**config.mk**
```make
export PLATFORM = sky130hd
export DESIGN_NAME = bios_fetch
export DESIGN_NICKNAME = d
export VERILOG_FILES = /design/src/rtl/bios_fetch.sv
export SDC_FILE = /design/constraint.sdc
export NUM_CORES = 1
export LEC_CHECK = 0
export CAP_MARGIN = 0
export CORE_MARGIN = 2
export CORE_UTILIZATION = 44
export CTS_BUF_LIST = sky130_fd_sc_hd__clkbuf_4 sky130_fd_sc_hd__clkbuf_8
export CTS_CLUSTER_DIAMETER = 50
export DETAILED_ROUTE_END_ITERATION = 10
export PLACE_DENSITY = 0.94
export SYNTH_ARGS = -nofsm -noshare
export SYNTH_HDL_FRONTEND = slang
export SYNTH_SLANG_ARGS = --single-unit
```
**constraint.sdc**
```tcl
create_clock -name i_clk -period 2.88 [get_ports i_clk]
set_clock_uncertainty 0.15 [all_clocks]
set_input_delay 0.432 -clock i_clk [delete_from_list [all_inputs] [get_ports i_clk]]
set_output_delay 0.432 -clock i_clk [all_outputs]
set_load 0.01 [all_outputs]
```
**src/rtl/bios_fetch.sv**
```systemverilog
// BIOS instruction fetch: owns the PC, drives the 1-cycle sync-read memory, pairs words with PC/valid.
// Latency addr->inst 1 cycle; stall holds all state with imem_en low, redirect overrides stall.
`ifndef XLEN
`define XLEN 32
`endif
`ifndef BIOS_MEM_ADDR_WIDTH
`define BIOS_MEM_ADDR_WIDTH 12
`endif

module bios_fetch #(
    parameter logic [31:0] RESET_PC   = 32'h4000_0000,
    parameter int          ADDR_WIDTH = `BIOS_MEM_ADDR_WIDTH
) (
    input  logic                  i_clk,
    input  logic                  i_reset,
    input  logic                  i_stall,
    input  logic                  i_redirect_valid,
    input  logic [`XLEN-1:0]      i_redirect_pc,
    output logic [ADDR_WIDTH-1:0] o_imem_addr,
    output logic                  o_imem_en,
    input  logic [`XLEN-1:0]      i_imem_dout,
    output logic [`XLEN-1:0]      o_inst,
    output logic [`XLEN-1:0]      o_inst_pc,
    output logic                  o_inst_valid,
    output logic                  o_misalign_err,
    output logic [31:0]           o_fetch_cnt
);

    localparam logic [`XLEN-1:0] NOP = 32'h0000_0013;

    logic [`XLEN-1:0] r_pc_f;
    logic             r_valid_f;
    logic             r_misalign_err;
    logic [31:0]      r_fetch_cnt;

    logic             w_advance;
    logic [`XLEN-1:0] w_next_pc;
    logic             w_inst_valid;
    logic             w_unused;

    assign w_advance    = ~i_stall | i_redirect_valid;
    assign w_next_pc    = i_redirect_valid ? {i_redirect_pc[`XLEN-1:2], 2'b00} : r_pc_f + 32'd4;
    assign w_inst_valid = r_valid_f & ~i_redirect_valid;

    // Upper PC bits are dropped on purpose so the fetch wraps inside the BIOS window.
    assign o_imem_addr    = w_next_pc[ADDR_WIDTH+1:2];
    assign o_imem_en      = w_advance & ~i_reset;
    assign o_inst_valid   = w_inst_valid;
    assign o_inst         = w_inst_valid ? i_imem_dout : NOP;
    assign o_inst_pc      = r_pc_f;
    assign o_misalign_err = r_misalign_err;
    assign o_fetch_cnt    = r_fetch_cnt;

    assign w_unused = &{1'b0, w_next_pc[`XLEN-1:ADDR_WIDTH+2], w_next_pc[1:0], 1'b0};

    always_ff @(posedge i_clk) begin
        if (i_reset) begin
            r_pc_f         <= RESET_PC - 32'd4;
            r_valid_f      <= 1'b0;
            r_misalign_err <= 1'b0;
            r_fetch_cnt    <= 32'd0;
        end else begin
            if (w_advance) begin
                r_pc_f    <= w_next_pc;
                r_valid_f <= 1'b1;
            end
            if (i_redirect_valid && (i_redirect_pc[1:0] != 2'b00)) begin
                r_misalign_err <= 1'b1;
            end
            if (w_inst_valid && !i_stall) begin
                r_fetch_cnt <= r_fetch_cnt + 32'd1;
            end
        end
    end

endmodule
```
==> results.md, run 1 <==
- Post-synthesis async set-or-reset flop share: 0%
- Layout area overhead: 52.0%
- Fin worst setup slack: 0.102 ns
- Clock Path Buffers: 2
- Fraction of layout cells with a size suffix above 1: 10.5%
- Drt drc: 0
- Die H: 99.8 um
- First-pass GRT wire length: 23.0 mm
- Count of final setup violators: 0
- Critical path's largest stage delay: 0.60 ns
- Most instantiated library cell after synthesis: dfxtp_1
- Largest net degree at the start of global routing: 41
- Crit path time final: 2.78 ns
- Worst Hold Class: input port to register
- Distinct cell type count after synthesis: 50
- Clock sink total: 64
- Gr ovfl total: 0
- Vias: 4870
- Buf/Inv on CP: 2
- Die W: 99.8 um
- HPWL after detailed placement: 10.6 mm
- Slew margin rel.: 59.7%
- Boundary pin count: 179
- R2R Path Start: o_inst_pc[3]
- Cell taking the most area after synthesis: dfxtp_1
- # nets final: 748
- Port-buffer cells: 176
- Worst Max-Slew Pin Slew: 0.603 ns
- P_leak: 2.17 nW
- Synth Instances: 513
- # H-tree levels: 3
- Final period util: 96.5%
- Initial antenna violation count: 0
- Max cap viols: 0
- Gpl congestion: 0.969
- Most frequent cells after synthesis: dfxtp_1 (64), and2_1 (35), a21oi_1 (34), nand2_1 (34), nor2_1 (30)
- N_diodes: 0
- CP top delay family: buffers and inverters
- Worst Min Path Start: i_reset
- Critical Path AT: 2.20 ns
- Die area: 9960 um^2
- Post-Syn Area per Cell: 7.87 um^2
- Critical Path Source Type: register
- Core area: 8810 um^2
- CP Cell Sequence: ha_1 -> buf_4 -> nand3_1 -> xor2_1 -> o21ai_0 -> clkdlybuf4s50_1
- CP Data Required Time: 2.30 ns
- Unrepaired setup endpoints after global routing: false
- Setup crit end kind: output pin
- CTS buffer count: 9
- Worst-Skew Late Latency: 0.35 ns
- DP Worst Slack: 0.0581 ns
- Maximum vdd drop: 210 uV
- Final WL: 14.4 mm
- Area share of the largest cell type after synthesis: 31.7%
- Initial Util: 45.9%
- PD cells: 393 nW/um^2
- Vias in the first global route: 4558
- Total Routing Usage GR: 28.5%
- Drt pass-1 iters: 8
- Worst Setup SP: o_inst_pc[3]
- Yosys Warn Count: 0
- Crit-path slowest cell: clkdlybuf4s50_1
- Outcome: finished, final reports clean
- Slew Viols, Final: 0
- Area contributors post-synth: dfxtp_1 (32%), and2_1 (5.4%), a21oi_1 (4.2%)
- CP max FO: 7
- Setup tns final: 0 ns
- Count of final hold-check violations: 0
- Max Fclk: 360 MHz
- EDFF count, synth: 0
- Crit Path Class: register to output pin
- Synth Flop Type: dfxtp_1
- Routed len/inst: 18.2 um
- CTS tree: built
- Sequential share of the synthesized area: 31.7%
- Vias per cell: 6.16
- DR iter-0 viols: 358
- Register bit count reported by yosys: 64
- Post-synthesis cell area: 4040 um^2
- Root Buffer: clkbuf_8
- Remaining antenna violation count: 0
- Row count: 34
- Clock slew at reported path FFs: 0.08 ns
## flip-flops by register name, indices dropped and copies added (netlist names)
signal	cells
r_valid_f	1
o_inst_pc	30
o_fetch_cnt	32
o_misalign_err	1
## worst reg2reg max path, stage by stage, from the launching register on
cell	delay, ns
dfxtp_2	0.39
ha_1	0.21
nand4_1	0.17
buf_4	0.21
or4_2	0.68
or4_1	0.50
o311a_1	0.12
## power breakdown
part | total (mW) | switching (mW) | internal (mW)
Clock | 0.813 | 0.386 | 0.426
Combinational | 0.624 | 0.290 | 0.334
Sequential | 0.978 | 0.0560 | 0.922
## stage by stage
step | area [um^2] | hold slack [ns] | power [mW] | util, % | instances
2_1_floorplan | 4040 | 0.320 | 1.29 | - | 514
3_3_place_gp | 5890 | 0.284 | 1.58 | 66.8 | 773
3_5_place_dp | 5890 | 0.290 | 1.60 | 66.8 | 773
4_1_cts | 6100 | 0.239 | 2.40 | 69.2 | 789
5_1_grt | 6140 | 0.250 | 2.50 | 69.7 | 791
6_report | 6140 | 0.247 | 2.42 | 69.7 | 791
## metal layers
layer,vias to the layer above,wire [um],global-route usage (%)
li1,2236,-,-
met1,2278,5490,35.4
met2,308,7150,48.6
met3,48,1270,5.08
met4,0,467,12.3
met5,-,0,0
## cell usage in the layout (no fill, tap or decap), types with 6 or more instances in the layout
cell and count:
inv_1 6, o21ai_0 15, and2_1 35, and3_1 13, dfxtp_1 56, xnor2_1 11, or3_1 8, nand4_1 21
buf_4 24, nor2_1 30, a21oi_1 34, nor3_1 22, xor2_1 9, o31ai_1 19, nand3_1 25, dfxtp_2 8
clkbuf_8 10, clkdlybuf4s50_1 171, a31oi_1 6, nand2b_1 6, and4_1 14, or4_1 20, nand2_1 34, nor4_1 6
## final timing paths
path / end / slack, ns / depth (start not counted)
max reg2reg: o_inst_pc[26] / 0.36 / 6
min: r_valid_f / 0.25 / 2
max: o_imem_addr[4] / 0.10 / 6
min reg2reg: o_misalign_err / 0.30 / 2
## cells by family after synthesis
group	share of synthesized area, %
AO/OA/AOI/OAI	16.9
XOR/XNOR	4.34
adder cells (fa/ha/maj)	0.619
buffers and inverters	6.69
flip-flops	31.7
multiplexers	1.83
other	0.0928
AND/OR/NAND/NOR	37.8
## area by class of cell
class	instances	area, um^2
Inverter	7	30.0
Timing Repair Buffer	201	1960
Timing Repair inverter	1	5.00
Sequential cell	64	1290
Fill cell	664	2670
Tap cell	108	135
Clock buffer	10	138
Clock inverter	6	67.6
Multi-Input combinational cell	394	2510
## timing repair
action | 4_1_cts | 5_1_grt
buffers inserted | 0 | 1
hold buffers | 0 | 0
cloned | 0 | 1
setup endpoints to repair | 5 | 6
resized for setup | 3 | 14
No activity file was read; power rests on OpenSTA's default activity.
==> inputs of run 2 (changes only) <==
CAP_MARGIN = 20   (was 0)
==> results of run 2 <==
Final layout, timing and power as in run 1 (identical DEF).
==> inputs of run 3 (changes only) <==
CORE_UTILIZATION = 39   (was 44)
PLACE_DENSITY = 0.88   (was 0.94)
clock period = 2.41 ns   (was 2.88 ns; I/O delays follow)
==> run 3 against run 2 <==
Non-clock buffer count grew 46. Sequential power increased by 18%. Setup slack worse by 0.055 ns. Register-to-register slack got worse by 0.31 ns. Core utilization down 5.5 points. Largest cell class unchanged. Count of clock-buffer cells in the layout up 2. Combinational power grew 34%. Wire length grew 1.4%. Critical path depth unchanged.
==> results.md, run 3 (same netlist as run 1, synthesis figures left out) <==
- Outcome: finished, final reports clean
- CP Cell Sequence: ha_4 -> nand4_1 -> buf_4 -> or4_2 -> or4_1 -> o311a_1
- Crit-path slowest cell: or4_2
- CTS Hold Bufs: 0 (unchanged)
- HPWL after detailed placement: 11.1 mm (+4.1%)
- Switch share: 27.8% (-2.5 points)
- Initial antenna violation count: 0 (unchanged)
- N_diodes: 0 (unchanged)
- CP max FO: 5 (-2)
- Final period util: 98.1%
- P_leak: 2.41 nW (+11%)
- Setup crit end kind: register
- Drt drc: 0 (unchanged)
- Met3 Use GR: 5.44% (+0.36 points)
- Worst Min Path Start: o_misalign_err
- Worst R2R End: o_inst_pc[26]
- Boundary pin count: 179 (unchanged)
- R2R Path Start: o_inst_pc[2]
- CTS buffer count: 9 (unchanged)
- Vias in the first global route: 4936 (+8.3%)
- # nets final: 793 (+6.0%)
- Total Routing Usage GR: 25.7% (-2.8 points)
- Drt pass-1 iters: 5 (-3)
- Register share of total power: 37.8% (-2.7 points)
- Gr ovfl total: 0 (unchanged)
- Remaining antenna violation count: 0 (unchanged)
- Max FFs per register: 32 (unchanged)
- Final Cell Area: 6550 um^2 (+6.6%)
- Largest net degree at the start of global routing: 37 (-9.8%)
- DR iter-0 viols: 360 (+0.56%)
- CTS tree: built
- Count of final hold-check violations: 0 (unchanged)
- Critical Path Source Type: register
- Clock Path Buffers: 2 (unchanged)
- Commonest non-fill, non-tap cell in the layout: clkdlybuf4s50_1
- Vias per cell: 5.83 (-5.3%)
- Critical path's largest stage delay: 0.66 ns (+0.06 ns)
- CP top delay family: simple AND/OR/NAND/NOR gates
- Gpl congestion: 0.911 (-6.0%)
- Routed len/inst: 16.9 um (-7.1%)
- Grt peak-use layer: met2
- Worst Hold End: o_misalign_err
- GR Util met1: 29.2% (-6.3 points)
- Worst Max-Slew Pin Slew: 0.638 ns (+0.0356 ns)
- Max cap viols: 0 (unchanged)
- Final WL: 14.6 mm (+1.4%)
- Layout area overhead: 62.1%
- Clock power frac: 34.8% (+1.1 points)
- Slew margin rel.: 57.3% (-2.4 points)
- PD cells: 466 nW/um^2 (+19%)
- Final Non-Filler Cells: 863 (+9.1%)
- M2 GR Usage: 46.7% (-2.0 points)
- Slew Viols, Final: 0 (unchanged)
- Fraction of layout cells with a size suffix above 1: 16.1% (+5.6 points)
- Die W: 106 um (+6.0%)
- Reg2Reg Setup Slack: 0.05 ns (-0.31 ns)
- Core area: 10200 um^2 (+16%)
- P_sw: 849 uW (+16%)
- Buf/Inv on CP: 1 (-1)
- Count of final setup violators: 0 (unchanged)
- FF-to-FF path depth: 6 (unchanged)
- Placed insts: 846 (+9.4%)
- Clock slew at reported path FFs: 0.07 ns (about the same)
- Placed Area: 6280 um^2 (+6.6%)
- # H-tree levels: 3 (unchanged)
- CP Data Required Time: 2.49 ns (+0.19 ns)
- Unrepaired setup endpoints after global routing: true
- Clock sink total: 64 (unchanged)
- Worst-Skew Late Latency: 0.35 ns (about the same)
- First-pass GRT wire length: 23.4 mm (+1.8%)
- Port-buffer cells: 176 (unchanged)
- Most frequent cells in the layout: clkdlybuf4s50_1 (164), buf_4 (68), dfxtp_1 (57), and2_1 (35)
- Layout Utilization: 64.3% (-5.5 points)
- Comb power frac: 27.4% (+1.6 points)
- Crit Path Class: register to register
- Hold path cells: 2 (unchanged)
- Die H: 106 um (+6.0%)
- Critical Path AT: 2.44 ns (+0.24 ns)
- Die area: 11200 um^2 (+12%)
- Initial Util: 39.7% (-6.2 points)
- Cell depth of the worst setup path: 6 (unchanged)
- Design Power: 3.05 mW (+26%)
- Maximum vdd drop: 271 uV (+29%)
- Max Fclk: 423 MHz
- Crit path time final: 2.36 ns
- Worst Hold Class: register to register
- Pint: 2.20 mW (+31%)
- Vias: 5031 (+3.3%)
- Row count: 37 (+8.8%)
- Root Buffer: clkbuf_8
==> run 3: cell count changes in the layout (fill, tap and decap cells not counted), sizes merged <==
cell / previous run / this run
clkinv: 2 / 1
clkdlybuf4s50: 171 / 164
dlymetal6s2s: 3 / 0
clkinvlp: 4 / 0
bufinv: 1 / 2
clkdlybuf4s15: 0 / 1
dlygate4sd2: 1 / 8
buf: 26 / 72
clkbuf: 10 / 14
==> run 3: what timing repair did <==
action                                  4_1_cts  5_1_grt
gates resized for setup                      20       12
buffers inserted                              1        1
pin swaps                                     0        3
hold endpoints to repair                      0        0
gates cloned                                  0        0
endpoints found under the setup margin       42       22
==> run 3: worst max-delay path by stage <==
stage                startpoint              to
2_1_floorplan      o_inst_pc[2]   o_inst_pc[26]
3_3_place_gp   i_redirect_valid  o_imem_addr[1]
3_5_place_dp   i_redirect_valid  o_imem_addr[1]
4_1_cts            o_inst_pc[3]   o_inst_pc[26]
5_1_grt            o_inst_pc[2]   o_inst_pc[26]
6_report           o_inst_pc[2]   o_inst_pc[26]
==> run 3: worst min-delay path, stage by stage (launching register included) <==
cell     delay, ns
dfxtp_1       0.31
inv_1         0.05
a21oi_1       0.05
==> run 3: final cells by class <==
type | count | area [um^2]
Multi-Input combinational cell | 394 | 2540
Clock inverter | 3 | 65.1
Timing Repair Buffer | 247 | 2300
Clock buffer | 12 | 159
Tap cell | 136 | 170
Fill cell | 828 | 3640
Inverter | 7 | 26.3
Sequential cell | 64 | 1290
==> run 3: metrics by stage <==
step / hold slack (ns) / setup TNS, ns / setup WS [ns]
final: 0.300 / 0 / 0.0465
after global routing: 0.334 / -0.0297 / -0.0274
after CTS: 0.310 / 0 / 0.00507
after detailed placement: 0.300 / -2.81 / -0.137
after global placement: 0.287 / -1.52 / -0.119
after floorplan: 0.320 / 0 / 0.0224
==> run 3: metal layers <==
metal  routed length, um  up-vias  part of all wire [%]
met5                   0        -                     0
li1                    -     2336                     -
met1                5650     2330                    39
met4                 413        0                   2.8
met2                7270      316                    50
met3                1250       49                   8.6
==> run 3: power groups by stage <==
stage | clock (mW) | sequential, mW | combinational (mW)
6_report | 1.06 | 1.15 | 0.838
5_1_grt | 1.12 | 1.16 | 0.897
4_1_cts | 1.07 | 1.15 | 0.822
3_5_place_dp | 0 | 1.17 | 0.822
3_3_place_gp | 0 | 1.16 | 0.801
2_1_floorplan | 0 | 1.19 | 0.358
